`src/rtl/dot_pkg.sv`:
```
// Shared definitions for the dot-product datapath.
// Result width and frame length of the 6-byte dot-product stage.
package dot_pkg;

    localparam int DOT_W     = 18;
    localparam int FRAME_LEN = 6;

    typedef logic [DOT_W-1:0] dot_res_t;

endpackage

```
`src/rtl/sync_fifo.sv`:
```
// Synchronous FIFO with extended pointers and registered occupancy.
// A push into a full FIFO is accepted only when a pop frees a slot that cycle.
module sync_fifo #(
    parameter  int DW    = 18,
    parameter  int DEPTH = 4,
    localparam int AW    = $clog2(DEPTH),
    localparam int PW    = AW + 1
) (
    input  logic          clk,
    input  logic          resetn,
    input  logic          wr_en,
    input  logic [DW-1:0] wr_data,
    input  logic          rd_en,
    output logic [DW-1:0] rd_data,
    output logic          full,
    output logic          empty,
    output logic [PW-1:0] level
);

    logic [DW-1:0] mem_q [DEPTH];
    logic [PW-1:0] wr_ptr_q, wr_ptr_d;
    logic [PW-1:0] rd_ptr_q, rd_ptr_d;
    logic [PW-1:0] level_q, level_d;
    logic          push;
    logic          pop;

    // Extra pointer MSB separates full from empty.
    assign empty = wr_ptr_q == rd_ptr_q;
    assign full  = (wr_ptr_q[AW] != rd_ptr_q[AW]) &&
                   (wr_ptr_q[AW-1:0] == rd_ptr_q[AW-1:0]);

    assign pop     = rd_en && !empty;
    assign push    = wr_en && (!full || pop);
    assign rd_data = mem_q[rd_ptr_q[AW-1:0]];
    assign level   = level_q;

    always_comb begin
        wr_ptr_d = wr_ptr_q;
        rd_ptr_d = rd_ptr_q;
        level_d  = level_q;
        if (push) wr_ptr_d = wr_ptr_q + PW'(1);
        if (pop)  rd_ptr_d = rd_ptr_q + PW'(1);
        unique case ({push, pop})
            2'b10:   level_d = level_q + PW'(1);
            2'b01:   level_d = level_q - PW'(1);
            default: level_d = level_q;
        endcase
    end

    always_ff @(posedge clk) begin
        if (!resetn) begin
            wr_ptr_q <= '0;
            rd_ptr_q <= '0;
            level_q  <= '0;
        end else begin
            wr_ptr_q <= wr_ptr_d;
            rd_ptr_q <= rd_ptr_d;
            level_q  <= level_d;
        end
    end

    always_ff @(posedge clk) begin
        if (push) mem_q[wr_ptr_q[AW-1:0]] <= wr_data;
    end

endmodule

```
`src/rtl/dot_result_fifo.sv`:
```
// Buffers dot-product results, skipping the post-reset dummy result.
// Overflow drops are counted since the producer cannot be stalled.
module dot_result_fifo
    import dot_pkg::*;
#(
    parameter int DW    = DOT_W,
    parameter int DEPTH = 4,
    parameter int CNT_W = 8
) (
    input  logic                   clk,
    input  logic                   resetn,
    input  logic                   run_in,
    input  logic [DW-1:0]          res_in,
    output logic                   m_valid,
    input  logic                   m_ready,
    output logic [DW-1:0]          m_data,
    output logic [$clog2(DEPTH):0] level,
    output logic                   overflow,
    output logic [CNT_W-1:0]       drop_cnt,
    input  logic                   clr_stat
);

    logic             armed_q, armed_d;
    logic             overflow_q, overflow_d;
    logic [CNT_W-1:0] drop_cnt_q, drop_cnt_d;
    logic             push_req;
    logic             full;
    logic             empty;
    logic             drop;

    sync_fifo #(
        .DW    (DW),
        .DEPTH (DEPTH)
    ) u_fifo (
        .clk     (clk),
        .resetn  (resetn),
        .wr_en   (push_req),
        .wr_data (res_in),
        .rd_en   (m_ready),
        .rd_data (m_data),
        .full    (full),
        .empty   (empty),
        .level   (level)
    );

    assign m_valid  = !empty;
    assign push_req = run_in && armed_q;
    assign drop     = push_req && full && !(m_valid && m_ready);

    assign overflow = overflow_q;
    assign drop_cnt = drop_cnt_q;

    always_comb begin
        armed_d    = armed_q || run_in;
        overflow_d = overflow_q || drop;
        drop_cnt_d = drop_cnt_q;
        if (drop && drop_cnt_q != '1) drop_cnt_d = drop_cnt_q + CNT_W'(1);
        // Clear takes priority over a coincident drop.
        if (clr_stat) begin
            overflow_d = 1'b0;
            drop_cnt_d = '0;
        end
    end

    always_ff @(posedge clk) begin
        if (!resetn) begin
            armed_q    <= 1'b0;
            overflow_q <= 1'b0;
            drop_cnt_q <= '0;
        end else begin
            armed_q    <= armed_d;
            overflow_q <= overflow_d;
            drop_cnt_q <= drop_cnt_d;
        end
    end

endmodule

```
`config.mk`:
```
export PLATFORM = sky130hd
export DESIGN_NAME = dot_result_fifo
export DESIGN_NICKNAME = d
export VERILOG_FILES = /design/src/rtl/dot_pkg.sv /design/src/rtl/sync_fifo.sv /design/src/rtl/dot_result_fifo.sv
export SDC_FILE = /design/constraint.sdc
export NUM_CORES = 1
export LEC_CHECK = 0
export BUFFER_PORTS_ARGS = -buffer_cell sky130_fd_sc_hd__buf_4
export CAP_MARGIN = 25
export CELL_PAD_IN_SITES_DETAIL_PLACEMENT = 1
export CELL_PAD_IN_SITES_GLOBAL_PLACEMENT = 1
export CORE_MARGIN = 1.5
export CORE_UTILIZATION = 43
export DETAILED_ROUTE_END_ITERATION = 6
export PLACE_DENSITY_LB_ADDON = 0.1
export SLEW_MARGIN = 40
export SYNTH_ARGS = -nofsm -noshare
export SYNTH_HDL_FRONTEND = slang
export SYNTH_SLANG_ARGS = --single-unit
```
`constraint.sdc`:
```
create_clock -name clk -period 2.3 [get_ports clk]
set_input_delay 0.115 -clock clk [delete_from_list [all_inputs] [get_ports clk]]
set_output_delay 0.115 -clock clk [all_outputs]
set_load 0.02 [all_outputs]
```
# Yosys cells after proc, flatten, opt, wreduce, memory -nomap -nowiden
# Memories as Yosys holds them, arrays and structs flattened. A register that Yosys moved wholly into a read port is not among the register bits.
# Cells that the tools add are included.
[op_classes]
reduce_logical = 15
n_addsub = 5
n_mux = 5
n_eq_ne = 6
bitwise_logic = 1
[ops]
columns = ["operator", "count"]
rows = [
  ["3-bit by 1-bit adder with 3-bit output (second input constant)", 3],
  ["8-bit by 1-bit adder with 8-bit output (second input constant)", 1],
  ["8-bit inequality test (second input constant)", 1],
  ["1-bit logical AND", 7],
  ["3-bit one-hot mux with 2 select lines", 1],
  ["2-bit 2-to-1 mux", 2],
  ["3-bit equality test", 1],
  ["1-bit zero test", 3],
  ["1-bit logical OR", 3],
  ["3-bit by 1-bit subtractor with 3-bit output (second input constant)", 1],
  ["2-bit by 1-bit equality test with 1-bit output (second input constant)", 1],
  ["2-bit equality test", 1],
  ["2-bit equality test (second input constant)", 1],
  ["1-bit 2-to-1 mux", 2],
  ["2-bit nonzero test", 1],
  ["2-bit OR reduction", 1],
  ["1-bit inequality test", 1],
  ["1-bit NOT", 1],
]
[totals]
mem_count = 1
inputBits = 23
elab_cells = 39
out_inout_bits = 31
ff_bits = 19
ramBits = 72
[memory_table]
columns = ["memory", "depth", "word_bits", "rd", "rd_ports_with_merged_regs", "wr", "line", "text"]
rows = [
  ["u_fifo.mem_q", 4, 18, 1, 1, 1, "sync_fifo.sv:20", "logic [DW-1:0] mem_q [DEPTH];"],
]

# Longest topological paths before layout
# Gate-level depths: netlist (run 1).
[logic_depth]
depth_word = 7
mapped_depth = 8
mapped_depth_nobuf = 8

# Modules after synthesis
# A second synthesis (run 1) with hierarchy kept.
[hier_totals]
cells_unflattened = 224
area_unflattened_um2 = 3819.9
[modules_own_cells]
columns = ["module", "cells_each", "area_each_um2", "n_inst", "seq_area_each_um2"]
rows = [
  ["sync_fifo", 166, 3294.4, 1, 2382.3],
  ["dot_result_fifo", 58, 525.5, 1, 200.2],
]

# Worst setup path after synthesis (run 1)
# OpenSTA, ideal clock, no wires.
[synth_path]
kind = "reg2reg"
startpoint = "reg u_fifo.wr_ptr_q[1]"
endpoint = "reg u_fifo.level_q[2] (netlist: u_fifo.level[2])"
period_less_slack_ps = 2317
t_arrival_ps = 2241
path_stages_with_launch = 9
setup_ps = 76
required_ps = 2224
path_buffers = 0
slack_ps = -17
cell_sequence = "dfxtp_1 xnor2_1 a41oi_1 inv_1 ha_1 fa_1 xnor2_1 or3_1 a21boi_0"
[synth_between]
elab_chain_cells = 7
elab_cells_between_ends = 12
classes_between = "eq/ne: 4; mux: 1; reduce/logical: 7"
[synth_lines]
columns = ["item", "line", "text"]
rows = [
  ["start, declared", "sync_fifo.sv:21", "logic [PW-1:0] wr_ptr_q, wr_ptr_d;"],
  ["start signal, assigned", "sync_fifo.sv:56", "wr_ptr_q <= wr_ptr_d;"],
  ["3-bit equality test or 2-bit equality test (tied branches)", "sync_fifo.sv:28, sync_fifo.sv:30", ""],
  ["1-bit zero test or 1-bit logical AND (tied branches)", "sync_fifo.sv:32, sync_fifo.sv:29", ""],
  ["1-bit logical AND or 1-bit zero test (tied branches)", "sync_fifo.sv:32, sync_fifo.sv:33", ""],
  ["1-bit logical OR", "sync_fifo.sv:33", "assign push = wr_en && (!full || pop);"],
  ["1-bit logical AND", "sync_fifo.sv:33", ""],
  ["2-bit by 1-bit equality test with 1-bit output or 2-bit equality test (tied branches)", "sync_fifo.sv:43", "unique case ({push, pop})"],
  ["3-bit one-hot mux with 2 select lines or 2-bit nonzero test (tied branches)", "n/a", ""],
  ["end signal, assigned", "sync_fifo.sv:58", "level_q <= level_d;"],
  ["end, declared", "sync_fifo.sv:23", "logic [PW-1:0] level_q, level_d;"],
]
# Several ways; a longest one is shown, not always the timed one.
# A chain may end at the register's enable or synchronous reset.

# Worst setup path after layout (run 1)
[layout_path]
startpoint = "reg u_fifo.rd_ptr_q[2]"
endpoint = "reg u_fifo.level_q[2] (netlist: u_fifo.level[2])"
[layout_between]
elab_chain_cells = 7
elab_cells_between_ends = 12
classes_between = "eq/ne: 4; mux: 1; reduce/logical: 7"
[layout_lines]
columns = ["item", "line", "text"]
rows = [
  ["start, declared", "sync_fifo.sv:22", "logic [PW-1:0] rd_ptr_q, rd_ptr_d;"],
  ["start signal, assigned", "sync_fifo.sv:57", "rd_ptr_q <= rd_ptr_d;"],
  ["3-bit equality test *", "sync_fifo.sv:28", "assign empty = wr_ptr_q == rd_ptr_q;"],
  ["1-bit zero test *", "sync_fifo.sv:32", "assign pop = rd_en && !empty;"],
  ["1-bit logical AND *", "sync_fifo.sv:32", ""],
  ["net u_fifo.pop", "sync_fifo.sv:25", "logic pop;"],
  ["1-bit logical OR", "sync_fifo.sv:33", ""],
  ["1-bit logical AND", "sync_fifo.sv:33", ""],
  ["2-bit by 1-bit equality test with 1-bit output or 2-bit equality test (tied branches)", "sync_fifo.sv:43", ""],
  ["3-bit one-hot mux with 2 select lines or 2-bit nonzero test (tied branches)", "n/a", ""],
]
# Mark *: on every way through the listed nets, which the timed path passes. The rest lies on a longest branch.

==> flow_summary_export.csv, run 1 <==
group,metric,value,unit
routing,drt_first_pass_iters,4,
worst_setup_path,cp_data_arrival_time,2.48,ns
power,leakagePower,1.68,nW
yosys,synth.distinct_cells,37,
power,report.power.total,3.58,mW
grt,use_met2,29.6,%
floorplan,top_level_ports,54,
floorplan,rows,33,
flow_run,maxCapViolations,0,
yosys,ys_ff_latch,93,
routing,ant_nets,0,
yosys,ys_seq_area_share,70.4,%
cts,ctsHtreeMaxLevel,3,
worst_setup_path,path_cells,"xor2_2 > o31ai_2 > inv_1 > ha_1 > fa_1 > xnor2_1 > or3_1 > a21boi_1",
cts,clock_latency,0.35,ns
grt,grt_start_max_net_pins,19,
sta,finClkSkew,0.00812,ns
layout,nets,333,
routing,vias_per_cell,5.22,
worst_setup_path,cp_slowest_stage_delay,0.39,ns
sta,fmax,456,MHz
sta,fin_hold_ws,0.0785,ns
routing,wirelength,7140,um
grt,antenna_found_initial,0,
floorplan,die_y,95.4,um
layout,area_delta_synth_final,28.9,%
floorplan,die_x,95.4,um
yosys,synth-main-ff-cell,"edfxtp_1",
sta,fin_crit_sh,95.3,%
layout,drive_gt1_share,34.9,%
cts,cts_root_buf,"clkbuf_8",
routing,post_drt_wl_per_cell,17.3,um
yosys,syn_avg_cell_area,17.5,um2
grt,met1_usage,20.5,%
grt,grt_pass1_wl,11300,um
placed_design,placed_cell_area,4300,um2
sta,tightest_slew,0.477,ns
layout,fin_cells,412,
floorplan,start_util,44.4,%
status,status,"finished, final reports clean",
yosys,yosysTopAreaCell,"edfxtp_1",
layout,fin_area,4730,um2
grt,grt.busiest_layer,"met2",
sta,drv_slew,0,
routing,drt_iter0_drc,108,
power,vdd_drop_max,0.366,mV
grt,first_global_vias,2266,
yosys,synth_top_area_share,58.9,%
routing,num_vias,2152,
placed_design,place_congestion,0.749,
routing,drc,0,
floorplan,core,8260,um2
worst_setup_path,critPathTopFamily,"adder cells",
sta,hold_violations,0,
placed_design,place_hpwl,4540,um
yosys,ys_warn_count,0,
grt,grt-ovfl-total,0,
yosys,syn-cell-area,3670,um2
sta,maxSlewHeadroom,67.8,%
yosys,synth_fp_nets,241,
cts,cts_sinks,93,
power,power.density,757,nW/um2
cts,clk_transition_reported_paths,0.09,ns
placed_design,dpl.cell_count,376,
yosys,yosys-top-cells-area,"edfxtp_1, dfxtp_1, mux4_2, ha_1, xnor2_1",
grt,track_usage,17.1,%
layout,fin_util,57.3,%
worst_setup_path,end_kind,"register",
worst_setup_path,crit_path_start_kind,"register",
worst_hold_path,min_path_type,"input port to register",
worst_setup_path,crit_type,"register to register",
cts,numCtsBuffers,9,
sta,finalSetupViolations,0,
layout,fillers,819,
layout,antenna_cells,0,
layout,seqCellArea,2580,um2
grt,grt_use_met3,4.23,%
worst_setup_path,worst_path_max_delay_cell,"fa_1",
sta,post-route-min-period,2.19,ns
placed_design,port_buffers,53,
worst_setup_path,crit_buf_inv,1,
floorplan,dieArea,9100,um2
layout,multi_input_area,1050,um2
cts,cts_max_path_buffers,2,
yosys,netlist_instances,210,
worst_setup_path,worstPathRequired,2.59,ns
yosys,async_flop_share,0,%
worst_setup_path,critical_path_peak_fanout,6,
cts,cts_tree,"built",
yosys,synth_edf_count,72,
## synth_stat cells (2+ instances only)
master    count
mux4_2       18
o311ai_0      2
nand2_1       7
nor2b_1       2
inv_1         7
xor2_1        2
edfxtp_1     72
or3_1         4
buf_2         3
nand3_1       5
or4_1         3
nor2_1        3
ha_1          7
nand4_1       2
o21ai_0       7
and2_1        9
o31ai_1       5
a21oi_1       5
xnor2_1       7
dfxtp_1      21
clkbuf_1      2
mux2i_1       2
## cells in the final DEF, fill, tap and decap left out, types with 2 or more instances in the layout
cell           netlist  final
edfxtp_1            72     72
buf_4                0     67
dfxtp_1             21     20
dlygate4sd3_1        0     19
mux4_2              18     18
and2_1               9      9
clkbuf_8             0      9
inv_1                7      7
nand2_1              7      7
o21ai_0              7      7
ha_1                 7      7
xnor2_1              7      6
nand3_1              5      5
a21oi_1              5      5
or3_1                4      4
o31ai_1              5      4
or4_1                3      3
nor2_1               3      3
xor2_1               2      2
nor2b_1              2      2
nand4_1              2      2
mux2i_1              2      2
o311ai_0             2      2
clkinvlp_4           0      2
inv_6                0      2
bufinv_16            0      2
## what timing repair did
action / 4_1_cts / 5_1_grt
endpoints found under the setup margin: 0 / 1
hold endpoints to repair: 73 / 0
hold buffers: 19 / 0
buffers inserted: 0 / 1
gates resized for setup: 0 / 4
## kinds of logic after synthesis
kind of cell	synth area share (%)
DFF	70.4
and+or+nand+nor	6.65
muxes	11.6
xor gates and xnor gates	2.59
buffers and inverters	1.43
AOI/OAI and AO/OA	4.43
adders and majority gates	2.93
## area by class of cell
type	count	area share (%)
Clock buffer	9	2.62
Multi-Input combinational cell	104	22.3
Sequential cell	93	54.6
Clock inverter	7	2.04
Tap cell	105	2.78
Inverter	7	0.556
Timing Repair Buffer	87	15.1
## per-stage QoR
| stage | setup slack (ns) | TNS [ns] |
|---|---|---|
| after floorplan | 0.0162 | 0 |
| after global placement | 0.122 | 0 |
| after detailed placement | 0.0179 | 0 |
| after CTS | 0.00220 | 0 |
| after global routing | -0.0102 | -0.0102 |
| final | 0.108 | 0 |
## layer usage
| metal | routed length, um | up-vias |
|---|---|---|
| met5 | 0 | - |
| met4 | 120 | 0 |
| met3 | 279 | 12 |
| met2 | 3700 | 46 |
| met1 | 3030 | 1078 |
| li1 | - | 1016 |
## final timing paths
check                                       to  slack, ns  cells past startpoint                       startpoint
setup / recovery  u_fifo.level[2]$_SDFFE_PN0P_       0.11                      8  u_fifo.rd_ptr_q[2]$_SDFFE_PN0P_
hold / removal              armed_q$_SDFF_PN0_       0.08                      2                           resetn
setup reg to reg  u_fifo.level[2]$_SDFFE_PN0P_       0.11                      8  u_fifo.rd_ptr_q[2]$_SDFFE_PN0P_
hold reg to reg             armed_q$_SDFF_PN0_       0.49                      1               armed_q$_SDFF_PN0_
## flip-flops by register name, summed over array words and instances (netlist names), named ones only
signal and count:
u_fifo.rd_ptr_q 3, drop_cnt 8, u_fifo.level 3, overflow 1
u_fifo.mem_q 72, armed_q 1, u_fifo.wr_ptr_q 3
## report_power, final
part | switching [mW] | internal (mW)
registers | 0.0212 | 1.85
logic | 0.255 | 0.268
clock network | 0.574 | 0.616
total | 0.850 | 2.73
Note: power is estimated with default switching activity, not from simulation.
==> run 2, diff against run 1 <==
MAX_ROUTING_LAYER = met4   (was not set)
SLEW_MARGIN = 30   (was 40)
clock period = 1.9 ns   (was 2.3 ns; I/O delays follow)
==> flow_summary_export.csv, run 2 (same netlist as run 1, synthesis figures left out) <==
group,metric,value,unit
grt,first_global_vias,2243,
worst_setup_path,reg2reg_setup_slack,-0.13,ns
grt,grt_start_max_net_pins,19,
sta,fin_ws,-0.132,ns
floorplan,core,8260,um2
cts,cts_root_buf,"clkbuf_8",
routing,vias_per_cell,5.11,
worst_hold_path,holdPathStages,2,
worst_setup_path,critical_path_peak_fanout,3,
worst_setup_path,worstPathRequired,2.19,ns
layout,layout_commonest_cell,"buf_4",
placed_design,place_congestion,0.724,
layout,area_delta_synth_final,31.4,%
status,status,"complete, but fails checks",
worst_setup_path,crit_type,"register to register",
cts,post_cts_buffers,0,
sta,finClkSkew,0.0100,ns
power,leakagePower,1.72,nW
cts,numCtsBuffers,9,
worst_setup_path,end_kind,"register",
placed_design,dpl.cell_count,385,
floorplan,start_util,44.4,%
routing,post_drt_wl_per_cell,16.5,um
layout,fin_cells,420,
status,violations,"negative setup slack",
cts,cts_max_path_buffers,2,
layout,drive_gt1_share,38.4,%
layout,layout_common_cells,"buf_4, edfxtp_1, dlygate4sd3_1",
layout,antenna_cells,0,
layout,fillers,814,
cts,clock_latency,0.36,ns
sta,maxSlewHeadroom,68.0,%
routing,num_vias,2146,
layout,fin_util,58.4,%
worst_setup_path,rr_worst_depth,8,
worst_setup_path,crit_path_start_kind,"register",
sta,rsz0062_at_grt,"yes",
worst_hold_path,min_path_type,"input port to register",
cts,ctsHtreeMaxLevel,3,
grt,grt-ovfl-total,0,
sta,post-route-min-period,2.03,ns
power,power.density,905,nW/um2
sta,drv_slew,0,
floorplan,dieArea,9100,um2
placed_design,place_hpwl,4550,um
sta,fin_crit_sh,107,%
worst_setup_path,r2r-end,"u_fifo.level[2]$_SDFFE_PN0P_",
cts,cts_sinks,93,
sta,hold_violations,0,
cts,cts_tree,"built",
routing,wirelength,6930,um
routing,ant_nets,0,
layout,nets,341,
floorplan,die_y,95.4,um
sta,fmax,492,MHz
floorplan,die_x,95.4,um
flow_run,maxCapViolations,0,
worst_hold_path,worstHoldEndpoint,"armed_q$_SDFF_PN0_",
worst_setup_path,cp_data_arrival_time,2.32,ns
power,vdd_drop_max,0.391,mV
worst_setup_path,r2r_start,"u_fifo.rd_ptr_q[0]$_SDFFE_PN0P_",
routing,drc,0,
routing,drt_iter0_drc,57,
layout,largest_reg_flops,72,
floorplan,rows,33,
routing,drt_first_pass_iters,3,
grt,antenna_found_initial,0,
sta,tightest_slew,0.473,ns
grt,grt_pass1_wl,11200,um
grt,track_usage,17.6,%
placed_design,port_buffers,53,
sta,finalSetupViolations,1,
worst_hold_path,hp-start,"resetn",
cts,clk_transition_reported_paths,0.08,ns
floorplan,top_level_ports,54,
[run 2: changes by cell type in the layout (fill, tap and decap cells not counted), sizes merged]
cell,previous run,this run
clkbuf,9,10
clkinvlp,2,1
buf,68,76
[run 2: how the worst max path moves through the flow]
stage                                     from                           end  slack [ns]
2_1_floorplan  u_fifo.wr_ptr_q[2]$_SDFFE_PN0P_  u_fifo.level[2]$_SDFFE_PN0P_       -0.14
3_3_place_gp   u_fifo.wr_ptr_q[2]$_SDFFE_PN0P_  u_fifo.level[2]$_SDFFE_PN0P_       -0.09
3_5_place_dp   u_fifo.wr_ptr_q[2]$_SDFFE_PN0P_  u_fifo.level[2]$_SDFFE_PN0P_       -0.13
4_1_cts        u_fifo.rd_ptr_q[0]$_SDFFE_PN0P_  u_fifo.level[2]$_SDFFE_PN0P_       -0.15
5_1_grt        u_fifo.rd_ptr_q[0]$_SDFFE_PN0P_  u_fifo.level[2]$_SDFFE_PN0P_       -0.22
6_report       u_fifo.rd_ptr_q[0]$_SDFFE_PN0P_  u_fifo.level[2]$_SDFFE_PN0P_       -0.13
[run 2: layout make-up]
class | count | area [um2] | share of cell area (%)
Clock buffer | 10 | 128 | 2.65
Clock inverter | 6 | 93.8 | 1.95
Inverter | 7 | 26.3 | 0.545
Multi-Input combinational cell | 104 | 1070 | 22.2
Sequential cell | 93 | 2590 | 53.7
Tap cell | 105 | 131 | 2.72
Timing Repair Buffer | 95 | 786 | 16.3
[run 2: worst max-delay path, stage by stage, from the launching register on]
cell and delay [ns]:
dfxtp_2 0.35, xor2_2 0.20, o31ai_4 0.26, inv_1 0.07, ha_2 0.18, fa_2 0.33, xnor2_1 0.14, or3_1 0.30
a21boi_1 0.13
[run 2: through the flow]
step	setup WS (ns)	instance area, um2	setup TNS (ns)	hold slack [ns]	power [mW]
CTS	-0.150	4820	-0.150	0.0350	4.42
finish	-0.132	4820	-0.132	0.0606	4.36
detailed placement	-0.128	4400	-0.128	0.299	2.94
floorplan	-0.139	3700	-0.139	0.194	2.67
global placement	-0.0940	4400	-0.0940	0.298	2.94
global route	-0.218	4820	-0.218	0.0603	4.55
[run 2: power by group]
group	switching, mW	internal (mW)	total [mW]
sequential	0.0310	2.24	2.27
combinational	0.304	0.351	0.654
clock	0.689	0.753	1.44
[run 2: timing repair]
item / in CTS / in global routing
hold endpoints to repair: 73 / 0
pin swaps: 1 / 1
resized for setup: 1 / 2
setup endpoints to repair: 1 / 3
hold buffers: 19 / 0
[run 2: routing by layer]
| layer | routed length [um] | part of all wire (%) | up-vias | global-route usage [%] |
|---|---|---|---|---|
| met3 | 223 | 3.2 | 15 | 3.59 |
| met5 | 0 | 0 | - | - |
| met1 | 2910 | 42 | 1067 | 20.0 |
| met2 | 3640 | 52 | 36 | 30.0 |
| met4 | 159 | 2.3 | 0 | 8.21 |
| li1 | - | - | 1028 | - |
==> run 3, diff against run 2 <==
==> constraint.sdc (replaced) <==
create_clock -name clk -period 1.9 [get_ports clk]
set_input_delay 0.095 -clock clk [delete_from_list [all_inputs] [get_ports clk]]
set_output_delay 0.095 -clock clk [all_outputs]
set_load 0.1 [all_outputs]
==> flow_summary_export.csv, run 3 (same netlist as run 1, synthesis figures left out) <==
group,metric,value,unit
status,status,"complete, but fails checks",
status,violations,"negative setup slack",
cts,cts_max_path_buffers,2,
routing,post_drt_wl_per_cell,16.9,um
routing,wirelength,7140,um
worst_setup_path,r2r_start,"u_fifo.wr_ptr_q[2]$_SDFFE_PN0P_",
sta,finalSetupViolations,1,
sta,finClkSkew,0.00802,ns
power,p_int,3.49,mW
grt,track_usage,17.9,%
floorplan,start_util,44.4,%
layout,nets,343,
sta,hold_violations,0,
power,power_frac_seq,45.9,%
cts,clk_transition_reported_paths,0.09,ns
sta,maxSlewHeadroom,70.3,%
worst_setup_path,crit_type,"register to register",
layout,area_delta_synth_final,34.6,%
sta,rsz0062_at_grt,"yes",
placed_design,port_buffers,53,
cts,cts_tree,"built",
worst_setup_path,rr_worst_depth,8,
power,p_comb_share,22.4,%
worst_setup_path,startpoint,"u_fifo.wr_ptr_q[2]$_SDFFE_PN0P_",
flow_run,maxCapViolations,0,
cts,cts_sinks,93,
cts,ctsHtreeMaxLevel,3,
sta,fin_crit_sh,107,%
worst_setup_path,reg2reg_setup_slack,-0.13,ns
layout,antenna_cells,0,
floorplan,core,8260,um2
power,vdd_drop_max,0.438,mV
placed_design,dpl.cell_count,386,
worst_setup_path,worstPathRequired,2.18,ns
cts,numCtsBuffers,9,
routing,num_vias,2162,
cts,clock_latency,0.35,ns
grt,grt_start_max_net_pins,19,
worst_hold_path,hp-start,"clr_stat",
worst_setup_path,crit_path_start_kind,"register",
routing,drt_iter0_drc,40,
routing,drt_first_pass_iters,4,
worst_hold_path,min_path_type,"input port to register",
layout,fin_util,59.8,%
routing,ant_nets,0,
worst_hold_path,holdPathStages,4,
floorplan,dieArea,9100,um2
worst_setup_path,critical_path_peak_fanout,3,
layout,fin_cells,422,
grt,first_global_vias,2322,
routing,drc,0,
worst_setup_path,r2r-end,"u_fifo.level[2]$_SDFFE_PN0P_",
sta,drv_slew,0,
placed_design,place_congestion,0.737,
layout,layout_common_cells,"buf_4, edfxtp_1, dlygate4sd3_1",
power,p_sw,1.47,mW
grt,antenna_found_initial,0,
floorplan,die_y,95.4,um
floorplan,top_level_ports,54,
grt,grt_pass1_wl,11500,um
power,p_clk_share,31.8,%
floorplan,die_x,95.4,um
layout,largest_reg_flops,72,
sta,post-route-min-period,2.03,ns
sta,fmax,493,MHz
power,power.density,1000,nW/um2
sta,fin_ws,-0.129,ns
routing,vias_per_cell,5.12,
sta,setup_tns,-0.129,ns
worst_hold_path,worstHoldEndpoint,"drop_cnt[1]$_SDFFE_PP0P_",
placed_design,place_hpwl,4650,um
layout,layout_commonest_cell,"buf_4",
layout,drive_gt1_share,41.6,%
floorplan,rows,33,
power,report.power.total,4.96,mW
cts,cts_root_buf,"clkbuf_8",
worst_setup_path,end_kind,"register",
placed_design,place_ws,-0.150,ns
grt,grt-ovfl-total,0,
worst_setup_path,cp_data_arrival_time,2.31,ns
power,p_sw_share,29.6,%
sta,tightest_slew,0.440,ns
power,leakagePower,1.77,nW
==> run 3: changes by cell type in the layout (fill, tap and decap cells not counted), sizes merged <==
cell    change
buf         +2
bufinv      +1
clkinv      -1
==> run 3: power groups by stage <==
stage          logic, mW  clock network [mW]  registers (mW)
6_report            1.11                1.57            2.27
5_1_grt             1.17                1.66            2.28
4_1_cts             1.11                1.61            2.27
3_5_place_dp        1.07                   0            2.32
3_3_place_gp        1.06                   0            2.31
2_1_floorplan      0.729                   0            2.38
==> run 3: worst max path at each step <==
stage | endpoint | depth (start not counted)
finish | u_fifo.level[2]$_SDFFE_PN0P_ | 8
global route | u_fifo.level[2]$_SDFFE_PN0P_ | 8
CTS | u_fifo.level[2]$_SDFFE_PN0P_ | 9
detailed placement | u_fifo.level[2]$_SDFFE_PN0P_ | 9
global placement | u_fifo.level[2]$_SDFFE_PN0P_ | 9
floorplan | u_fifo.level[2]$_SDFFE_PN0P_ | 8
==> run 3: critical path: stages, from the launching register on <==
cell and delay, ns:
dfxtp_4 0.37, xor2_4 0.19, o31ai_4 0.26, inv_1 0.07
ha_2 0.19, fa_2 0.33, xnor2_1 0.13, or3_1 0.31
a21boi_1 0.11
==> run 3: repair_timing <==
| action | CTS | global route |
|---|---|---|
| endpoints found under the setup margin | 19 | 8 |
| pin swaps | 1 | 0 |
| hold buffers | 19 | 0 |
| endpoints found under the hold margin | 73 | 0 |
| gates resized for setup | 2 | 7 |
| buffers inserted | 1 | 0 |
==> run 3: final cells by class <==
class,count,area (um2)
flip-flops and latches,93,2600
multi-input cells,104,1110
well taps,105,131
fillers,786,3320
clock buffers,10,128
inverters,7,26.3
repair buffers,97,830
clock inverters,6,118
==> run 3: stage by stage <==
step                      cell area (um2)  hold WS, ns
after floorplan                      3730        0.194
after global placement               4470        0.298
after detailed placement             4470        0.298
after CTS                            4910       0.0426
after global routing                 4940       0.0544
final                                4940       0.0573
==> run 3: routing by layer <==
metal / GRT usage, % / vias up / wire (um)
met5: - / - / 0
met4: 7.11 / 0 / 57
met3: 3.19 / 6 / 253
met2: 31.1 / 53 / 3800
met1: 20.6 / 1074 / 3030
li1: - / 1029 / -
